File: config.mk
export PLATFORM = sky130hd
export DESIGN_NAME = mem_wb_writeback_flat
export DESIGN_NICKNAME = d
export VERILOG_FILES = /design/src/rtl/core_pkg.sv /design/src/rtl/mem_wb_writeback_if.sv /design/src/rtl/mem_wb_writeback_load_extender.sv /design/src/rtl/mem_wb_writeback.sv /design/src/flat_wrapper.sv
export SDC_FILE = /design/constraint.sdc
export NUM_CORES = 1
export LEC_CHECK = 0
export BUFFER_PORTS_ARGS = -buffer_cell sky130_fd_sc_hd__buf_2
export CORE_MARGIN = 2
export CORE_UTILIZATION = 40
export CTS_CLUSTER_DIAMETER = 150
export CTS_CLUSTER_SIZE = 40
export DETAILED_ROUTE_END_ITERATION = 7
export PLACE_DENSITY = 0.62
export SETUP_SLACK_MARGIN = 0.15
export SLEW_MARGIN = 5
export SYNTH_ARGS = -nofsm -noshare
export SYNTH_HDL_FRONTEND = slang
export SYNTH_HIERARCHICAL = 1
export SYNTH_SLANG_ARGS = --single-unit
File: constraint.sdc
create_clock -name clk -period 5.1 [get_ports clk]
set_clock_uncertainty 0.1 [all_clocks]
set_input_delay 0 -clock clk [delete_from_list [all_inputs] [get_ports clk]]
set_output_delay 0 -clock clk [all_outputs]
set_load 0.05 [all_outputs]
File: src/rtl/core_pkg.sv
// Shared types and constants for the MEM/WB writeback slice of the 64-bit core.
package core_pkg;

    localparam int XLEN       = 64;
    localparam int REG_ADDR_W = 5;

    typedef enum logic [1:0] {
        WB_ALU = 2'd0,
        WB_MEM = 2'd1,
        WB_PC4 = 2'd2
    } wb_sel_e;

    typedef enum logic [1:0] {
        WB_IDLE  = 2'd0,
        WB_WRITE = 2'd1,
        WB_HOLD  = 2'd2
    } wb_state_e;

    localparam logic [2:0] F3_LB  = 3'd0;
    localparam logic [2:0] F3_LH  = 3'd1;
    localparam logic [2:0] F3_LW  = 3'd2;
    localparam logic [2:0] F3_LD  = 3'd3;
    localparam logic [2:0] F3_LBU = 3'd4;
    localparam logic [2:0] F3_LHU = 3'd5;
    localparam logic [2:0] F3_LWU = 3'd6;

    // Access size in bytes; the reserved encoding behaves as a doubleword.
    function automatic logic [3:0] load_bytes(input logic [2:0] funct3);
        case (funct3)
            F3_LB, F3_LBU: load_bytes = 4'd1;
            F3_LH, F3_LHU: load_bytes = 4'd2;
            F3_LW, F3_LWU: load_bytes = 4'd4;
            default:       load_bytes = 4'd8;
        endcase
    endfunction

endpackage

File: src/rtl/mem_wb_writeback_if.sv
// Memory-stage to writeback handshake bundle (done/valid plus the result payload).
interface mem_wb_writeback_if;
    import core_pkg::*;

    logic                  memory_done;
    logic [XLEN-1:0]       loaded_data;
    logic [XLEN-1:0]       alu_data;
    logic [XLEN-1:0]       pc_plus4;
    logic [REG_ADDR_W-1:0] rd;
    logic                  reg_write;
    logic [1:0]            wb_sel;
    logic [2:0]            load_funct3;
    logic                  mem_wb_pipeline_valid;

    modport master (
        output memory_done, loaded_data, alu_data, pc_plus4, rd, reg_write, wb_sel, load_funct3,
        input  mem_wb_pipeline_valid
    );

    modport slave (
        input  memory_done, loaded_data, alu_data, pc_plus4, rd, reg_write, wb_sel, load_funct3,
        output mem_wb_pipeline_valid
    );

endinterface

File: src/rtl/mem_wb_writeback_load_extender.sv
// Extracts a B/H/W/D field from a cache doubleword at a byte offset and sign/zero-extends it.
module load_extender
    import core_pkg::*;
(
    input  logic [XLEN-1:0] loaded_data,
    input  logic [2:0]      off,
    input  logic [2:0]      funct3,
    output logic [XLEN-1:0] value,
    output logic            misalign
);

    logic [XLEN-1:0] shifted_s;

    // Zero-filled shift makes bytes beyond the doubleword read as 0 before extension.
    always_comb begin
        shifted_s = loaded_data >> {off, 3'b000};
        case (funct3)
            F3_LB:   value = {{(XLEN-8){shifted_s[7]}},   shifted_s[7:0]};
            F3_LH:   value = {{(XLEN-16){shifted_s[15]}}, shifted_s[15:0]};
            F3_LW:   value = {{(XLEN-32){shifted_s[31]}}, shifted_s[31:0]};
            F3_LBU:  value = {{(XLEN-8){1'b0}},           shifted_s[7:0]};
            F3_LHU:  value = {{(XLEN-16){1'b0}},          shifted_s[15:0]};
            F3_LWU:  value = {{(XLEN-32){1'b0}},          shifted_s[31:0]};
            default: value = shifted_s;
        endcase
    end

    assign misalign = ({1'b0, off} + load_bytes(funct3)) > 4'd8;

endmodule

File: src/rtl/mem_wb_writeback.sv
// MEM/WB pipeline register and register-file writeback; one write per memory_done assertion.
// Optional retired-instruction counter enabled by defining WB_RETIRE_COUNT_EN.
module mem_wb_writeback
    import core_pkg::*;
(
    input  logic                  clk,
    input  logic                  reset,
    mem_wb_writeback_if.slave     mem,
    output logic                  rf_write_en,
    output logic [REG_ADDR_W-1:0] rf_write_addr,
    output logic [XLEN-1:0]       rf_write_data,
    output logic                  misalign_error,
    output logic [63:0]           retired_count
);

    localparam logic [1:0] ST_IDLE  = WB_IDLE;
    localparam logic [1:0] ST_WRITE = WB_WRITE;
    localparam logic [1:0] ST_HOLD  = WB_HOLD;

    logic [1:0]            state_r;
    logic [XLEN-1:0]       alu_r;
    logic [XLEN-1:0]       loaded_r;
    logic [XLEN-1:0]       pc4_r;
    logic [REG_ADDR_W-1:0] rd_r;
    logic                  reg_write_r;
    logic [1:0]            wb_sel_r;
    logic [2:0]            funct3_r;
    logic [XLEN-1:0]       ext_s;
    logic                  ext_misalign_s;
    logic                  write_s;

    load_extender u_load_extender (
        .loaded_data (loaded_r),
        .off         (alu_r[2:0]),
        .funct3      (funct3_r),
        .value       (ext_s),
        .misalign    (ext_misalign_s)
    );

    // Handshake FSM and MEM/WB latch; the latch only loads on the IDLE capture.
    always_ff @(posedge clk) begin
        if (reset) begin
            state_r     <= ST_IDLE;
            alu_r       <= '0;
            loaded_r    <= '0;
            pc4_r       <= '0;
            rd_r        <= '0;
            reg_write_r <= 1'b0;
            wb_sel_r    <= 2'd0;
            funct3_r    <= 3'd0;
        end else begin
            case (state_r)
                ST_IDLE: begin
                    if (mem.memory_done) begin
                        alu_r       <= mem.alu_data;
                        loaded_r    <= mem.loaded_data;
                        pc4_r       <= mem.pc_plus4;
                        rd_r        <= mem.rd;
                        reg_write_r <= mem.reg_write;
                        wb_sel_r    <= mem.wb_sel;
                        funct3_r    <= mem.load_funct3;
                        state_r     <= ST_WRITE;
                    end else begin
                        state_r     <= ST_IDLE;
                    end
                end
                ST_WRITE: state_r <= ST_HOLD;
                ST_HOLD: begin
                    if (mem.memory_done) begin
                        state_r <= ST_HOLD;
                    end else begin
                        state_r <= ST_IDLE;
                    end
                end
                default: state_r <= ST_IDLE;
            endcase
        end
    end

    // Outputs decode from the latch; reset masks them so nothing is written in the reset cycle.
    always_comb begin
        write_s                   = (state_r == ST_WRITE) && !reset;
        mem.mem_wb_pipeline_valid = (state_r != ST_IDLE) && !reset;
        rf_write_en               = write_s && reg_write_r && (rd_r != '0);
        if (write_s) begin
            rf_write_addr  = rd_r;
            misalign_error = (wb_sel_r == WB_MEM) && ext_misalign_s;
            case (wb_sel_r)
                WB_MEM:  rf_write_data = ext_s;
                WB_PC4:  rf_write_data = pc4_r;
                default: rf_write_data = alu_r;
            endcase
        end else begin
            rf_write_addr  = '0;
            misalign_error = 1'b0;
            rf_write_data  = '0;
        end
    end

`ifdef WB_RETIRE_COUNT_EN
    logic [63:0] retired_r;

    // Counts every WRITE cycle, including writes suppressed by rd=0 or reg_write=0.
    always_ff @(posedge clk) begin
        if (reset) begin
            retired_r <= 64'd0;
        end else if (state_r == ST_WRITE) begin
            retired_r <= retired_r + 64'd1;
        end else begin
            retired_r <= retired_r;
        end
    end

    assign retired_count = retired_r;
`else
    assign retired_count = 64'd0;
`endif

endmodule

File: src/flat_wrapper.sv
// flat-port wrapper written by rule: the top's interface ports become plain ports
module mem_wb_writeback_flat import core_pkg::*;
  (clk, reset, rf_write_en, rf_write_addr, rf_write_data, misalign_error, retired_count, mem_memory_done, mem_loaded_data, mem_alu_data, mem_pc_plus4, mem_rd, mem_reg_write, mem_wb_sel, mem_load_funct3, mem_mem_wb_pipeline_valid);
  mem_wb_writeback_if mem_i ();
  input  logic clk;
  input  logic reset;
  output logic rf_write_en;
  output logic [REG_ADDR_W-1:0] rf_write_addr;
  output logic [XLEN-1:0] rf_write_data;
  output logic misalign_error;
  output logic [63:0] retired_count;
  input wire logic [$bits(mem_i.memory_done)-1:0] mem_memory_done;
  input wire logic [$bits(mem_i.loaded_data)-1:0] mem_loaded_data;
  input wire logic [$bits(mem_i.alu_data)-1:0] mem_alu_data;
  input wire logic [$bits(mem_i.pc_plus4)-1:0] mem_pc_plus4;
  input wire logic [$bits(mem_i.rd)-1:0] mem_rd;
  input wire logic [$bits(mem_i.reg_write)-1:0] mem_reg_write;
  input wire logic [$bits(mem_i.wb_sel)-1:0] mem_wb_sel;
  input wire logic [$bits(mem_i.load_funct3)-1:0] mem_load_funct3;
  output wire logic [$bits(mem_i.mem_wb_pipeline_valid)-1:0] mem_mem_wb_pipeline_valid;
  assign mem_i.memory_done = mem_memory_done;
  assign mem_i.loaded_data = mem_loaded_data;
  assign mem_i.alu_data = mem_alu_data;
  assign mem_i.pc_plus4 = mem_pc_plus4;
  assign mem_i.rd = mem_rd;
  assign mem_i.reg_write = mem_reg_write;
  assign mem_i.wb_sel = mem_wb_sel;
  assign mem_i.load_funct3 = mem_load_funct3;
  assign mem_mem_wb_pipeline_valid = mem_i.mem_wb_pipeline_valid;
  mem_wb_writeback u_core (.clk(clk), .reset(reset), .mem(mem_i), .rf_write_en(rf_write_en), .rf_write_addr(rf_write_addr), .rf_write_data(rf_write_data), .misalign_error(misalign_error), .retired_count(retired_count));
endmodule
==> metrics.txt, run 1 <==
status=complete, no violations; CP arrival=approximately 4.1 ns; R2R cell count=3; DIE HEIGHT=between 150 and 200 um; Leak=roughly 7.2 nW; Yosys top cell by area=dfxtp_1; fillcell total=slightly above 3k; post-synthesis compound-gate area fraction=under 10%; CP Capture Type=output port; synthesized area=between 10000 and 15000 um^2; # H-tree levels=1; Worst Path Class, Setup=reg2out; Root Driver=clkbuf_16; period utilization=81.3%; critical path's slowest cell=dfxtp_2; core area=33600 um^2; final hold viol count=0; Post-CTS Resized=0; Final nets=approximately 2.1k; Vias/cell=~5.1; Synth Area in Simple Gates=around 30%; vias in the first global route=~11k; Setup Fix Bufs, Post-CTS=0; worst-path maximum fanout=31; final wirelength=~43000 um; FFs w/ async S/R, synth=0%; Initial Util=approximately 41%; xor/xnor cell area share of the yosys netlist=0.128%; detailed placement HPWL=about 29000 um; Initial DRC Count=approximately 880; pwr/cell area=roughly 230 nW/um^2; Storage cell area=a little over 4000 um^2; ordered cell list for the critical path=nand2b_1, o221ai_1, nand4_1, buf_12, nand3_1, a221oi_1, nor3_1, buf_2; Top FF cell, synth=dfxtp_1; die span in x=189 um; Clk pin slew, worst setup/hold paths=around 0.16 ns; WP data required=approximately 5.0 ns; Yosys cell types=46; Max IR drop VDD=around 0.21 mV; IO Pins=roughly 340; worst-skew pair later-pin latency=a little over 0.5 ns; Yosys top cell area share=approximately 30%; total grt overflow=0; Final GP Congestion=about 0.88; Site Rows=67; Area growth, synth to finish=24.5%; Max Slew Vio Count=0; First-pass DRT Iterations=5; largest net degree at the start of global routing=about 150; Synth area leaders=dfxtp_1 30%, nand2b_1 19%, mux2i_1 18%; clock buffer depth=3; Final setup viols=0; area of the die=approximately 36000 um^2; ratio of cells with drive above 1 in the final layout=a little under a fifth; largest stage delay on the critical path=0.83 ns; post-route antenna net violation count=0; GRT Overall Usage=22.8%; Worst setup SP type=register; highest-count cells in the layout ignoring fill and taps=415 x nand2b_1, 276 x buf_2, 242 x mux2i_1; Hold Crit Class=in2reg; first-pass GRT wire length=64700 um; Synth Area in Adders=less than 1%; drc violations=0; Tightest Pin Transition=roughly 1.0 ns; Gate Count Post-Synth=around 1.5k; number of flops mapped to enable cells by yosys=0; setup TNS=0 ns; initial antenna violation count=2; max_cap viols=0; setup ws final=roughly 0.95 ns; Yosys warning count=6; most common library cell in the layout ignoring fill and taps=nand2b_1; area of the multi-input gates=8490 um^2; routed len/inst=18.6 um; Cells on Worst Hold Path=2; via count=roughly 12k; RSZ-0062 raised after global routing=false; minimum hold slack=about 0.031 ns; largest family of logic cells by synthesized area=simple AND/OR/NAND/NOR gates; min Tclk post-route=around 4.1 ns; average size of a mapped cell=9.14 um^2; Num CTS Buffers=9; fmax=241 MHz; Yosys reg bits=about 210; CTS sink cnt=205; multiplexer share of the synthesized area=23.3%; Slew HR=a little under a third; CTS tree=done; Place WS=about 1.6 ns; Port Buffers=about 280; register area share after synthesis=around 30%
==> sequential cells by signal, indices dropped and copies added (netlist names) <==
signal and flops:
u_core/alu_r 64, u_core/funct3_r 3, u_core/loaded_r 64, u_core/pc4_r 64, u_core/rd_r 5, u_core/reg_write_r 1, u_core/state_r 2, u_core/wb_sel_r 2
==> cells by family (layout without fill, tap and decap cells) <==
group	count (synthesis)	after routing
other	1	65
and+or+nand+nor	686	686
buffers and inverters	209	510
AOI/OAI and AO/OA	108	108
adders and majority gates	6	6
xor gates and xnor gates	2	2
DFF	205	205
muxes	281	281
==> worst paths after layout <==
check | endpoint | slack, ns | startpoint
min reg2reg | u_core/pc4_r[15] | 0.39 | u_core/pc4_r[15]
max reg2reg | u_core/loaded_r[3] | 3.12 | u_core/state_r[1]
min | u_core/state_r[1] | 0.03 | reset
max | rf_write_data[27] | 0.95 | u_core/alu_r[1]
==> metrics by stage <==
stage | util [%] | total power [W] | instance area (um^2) | std cells
after floorplan | - | 0.00273 | 13900 | 1561
after global placement | 43.8 | 0.00297 | 14700 | 2094
after detailed placement | 43.8 | 0.00299 | 14700 | 2094
after CTS | 50.7 | 0.00403 | 17000 | 2310
after global routing | 50.7 | 0.00418 | 17000 | 2310
final | 50.7 | 0.00400 | 17000 | 2311
==> critical path: cells and delay by family, from the launching register on <==
family / cells / cell delay [ns]
flip-flops: 1 / 0.83
AND/OR/NAND/NOR: 4 / 1.49
buffers and inverters: 2 / 0.77
AO/OA/AOI/OAI: 2 / 0.43
==> timing repair <==
item	4_1_cts	5_1_grt
hold endpoints to repair	204	0
hold buffers	204	0
setup endpoints to repair	0	0
==> cell usage after synthesis, drive strengths merged (2+ instances only) <==
cell type	n
nand2b	415
mux2i	243
dfxtp	205
buf	130
nor2b	85
clkbuf	75
nor3	66
a221oi	64
nand4	34
nand2	30
mux4	29
o21ai	25
nand3	18
nor2	14
mux2	9
and3	8
o2bb2ai	8
and2	5
ha	5
inv	4
a21oi	3
nand3b	3
a22oi	2
nor3b	2
o211ai	2
==> area by class of cell <==
type | count | area share, %
sequential | 205 | 24.1
antenna | 1 | 0.0147
multi-input combinational | 1147 | 49.8
clock buffer | 11 | 1.42
inverter | 4 | 0.0881
tap | 448 | 3.29
clock inverter | 1 | 0.176
timing repair buffer | 494 | 21.0
==> metal layers <==
| layer | vias up | global-route usage, % | routed length [um] |
|---|---|---|---|
| li1 | 5755 | - | - |
| met1 | 5615 | 31.6 | 19700 |
| met2 | 436 | 37.2 | 19600 |
| met3 | 60 | 3.28 | 2540 |
| met4 | 2 | 5.71 | 1000 |
| met5 | - | 0 | 13 |
==> power by group <==
group	switching [W]	internal, W
sequential	0.000127	0.00172
combinational	0.000686	0.000552
clock	0.000566	0.000353
Note: power is estimated with default switching activity, not from simulation.
==> run 2: changes to the inputs <==
PLACE_DENSITY = 0.64   (was 0.62)
clock period = 3.6 ns   (was 5.1 ns; I/O delays follow)
==> run 2 against run 1 <==
Compared with the run above: power increased by 41%; global-route usage grew 0.22 points; die area stayed put; clock power up 36%; clock-buffer cell count down 1; combinational power rose by 46%; flip-flop and latch count stayed put; critical path type unchanged.
==> metrics.txt, run 2 (synthesis gave the netlist of run 1 again) <==
area of the multi-input gates=approximately 8500 um^2; clock buffer depth=3; CP Capture Type=output port; area of the die=around 36000 um^2; Clk pin slew, worst setup/hold paths=0.16 ns; detailed placement HPWL=approximately 29000 um; fmax=302 MHz; drc violations=0; max_cap viols=0; status=complete, no violations; Util after Layout=51.1%; CTS tree=done; Final setup viols=0; Hold Crit Class=in2reg; worst-path maximum fanout=21; CTS sink cnt=between 200 and 250; routed len/inst=about 18 um; largest net degree at the start of global routing=147; Max Slew Vio Count=0; setup TNS=0 ns; Top Registers=u_core/alu_r x64, u_core/loaded_r x64, u_core/pc4_r x64; # H-tree levels=1; min Tclk post-route=approximately 3.3 ns; vias in the first global route=11.8k; Initial Util=roughly 40%; final hold viol count=0; Num CTS Buffers=9; Root Driver=clkbuf_16; final wirelength=42600 um; RSZ-0062 raised after global routing=true; period utilization=approximately 92%; initial antenna violation count=0; Vias/cell=5.13; Worst Path Class, Setup=reg2out; fillcell total=around 3k; Port Buffers=between 200 and 300; first-pass GRT wire length=between 60000 and 70000 um; DIE HEIGHT=around 190 um; Storage cell area=slightly above 4000 um^2; ordered cell list for the critical path=buf_4, mux4_2, nor2b_1, o21ai_0, nand3_1, a221oi_1, nor3_1, buf_2; Site Rows=67; largest stage delay on the critical path=around 0.54 ns; worst-skew pair later-pin latency=around 0.50 ns; ratio of cells with drive above 1 in the final layout=between 10% and 20%; post-route antenna net violation count=0; die span in x=between 150 and 200 um; Slew HR=30.7%; Max IR drop VDD=0.291 mV; WP data required=3.50 ns; IO Pins=342; critical path's slowest cell=dfxtp_4; Tightest Pin Transition=1.04 ns; Setup Fix Bufs, Post-CTS=0; Area growth, synth to finish=25.6%; highest-count cells in the layout ignoring fill and taps=415 x nand2b_1, 276 x buf_2, 242 x mux2i_1; Worst setup SP type=register; Leak=slightly above 7 nW; Final GP Congestion=around 0.94; CP arrival=roughly 3.2 ns; Pwr Total=0.00566 W; total grt overflow=0; Final nets=2089; Initial DRC Count=940; GRT Overall Usage=between 20% and 30%; First-pass DRT Iterations=5; via count=11.9k; core area=between 30000 and 40000 um^2; pwr/cell area=roughly 330 nW/um^2; most common library cell in the layout ignoring fill and taps=nand2b_1
run 2: layout make-up:
| class | count | area share, % |
|---|---|---|
| clock inverter | 1 | 0.175 |
| tap | 448 | 3.26 |
| multi-input combinational | 1147 | 49.4 |
| timing repair buffer | 510 | 21.8 |
| inverter | 4 | 0.0873 |
| antenna | 1 | 0.0146 |
| clock buffer | 10 | 1.33 |
| sequential | 205 | 23.9 |
run 2: worst paths after layout:
| path | from | to | slack [ns] | cells past startpoint |
|---|---|---|---|---|
| setup / recovery | u_core/alu_r[0] | rf_write_data[30] | 0.29 | 8 |
| hold / removal | mem_alu_data[50] | u_core/alu_r[50] | 0.19 | 4 |
| setup reg to reg | u_core/state_r[1] | u_core/loaded_r[22] | 1.58 | 3 |
| hold reg to reg | u_core/alu_r[54] | u_core/alu_r[54] | 0.38 | 2 |
run 2: power breakdown:
group	switching, W	internal (W)
Clock	0.000771	0.000477
Combinational	0.00101	0.000802
Sequential	0.000166	0.00244
run 2: metal layers:
layer	track usage, %	vias up	routed length (um)
met2	37.6	441	19600
li1	-	5793	-
met4	6.07	0	1080
met1	32.1	5640	19600
met3	2.82	61	2340
met5	0	-	0
run 2: stage by stage:
step	hold slack (ns)	std cells	setup slack [ns]	cell area [um^2]
floorplan	0.0553	1561	0.888	13900
global placement	0.165	2108	0.753	14900
detailed placement	0.166	2108	0.720	14900
CTS	0.170	2325	0.160	17200
global route	0.177	2325	0.132	17200
finish	0.186	2326	0.288	17200
run 2: critical path: cells and delay by family (launching register included):
| family | cells | cell delay [ns] |
|---|---|---|
| muxes | 1 | 0.50 |
| DFF | 1 | 0.54 |
| buffers and inverters | 2 | 0.48 |
| AOI/OAI and AO/OA | 2 | 0.82 |
| and+or+nand+nor | 3 | 0.36 |
run 2: repair_timing:
item                                   4_1_cts  5_1_grt
setup endpoints to repair                    0       50
hold buffers                               206        0
gates resized for setup                      0        6
endpoints found under the hold margin      205        0
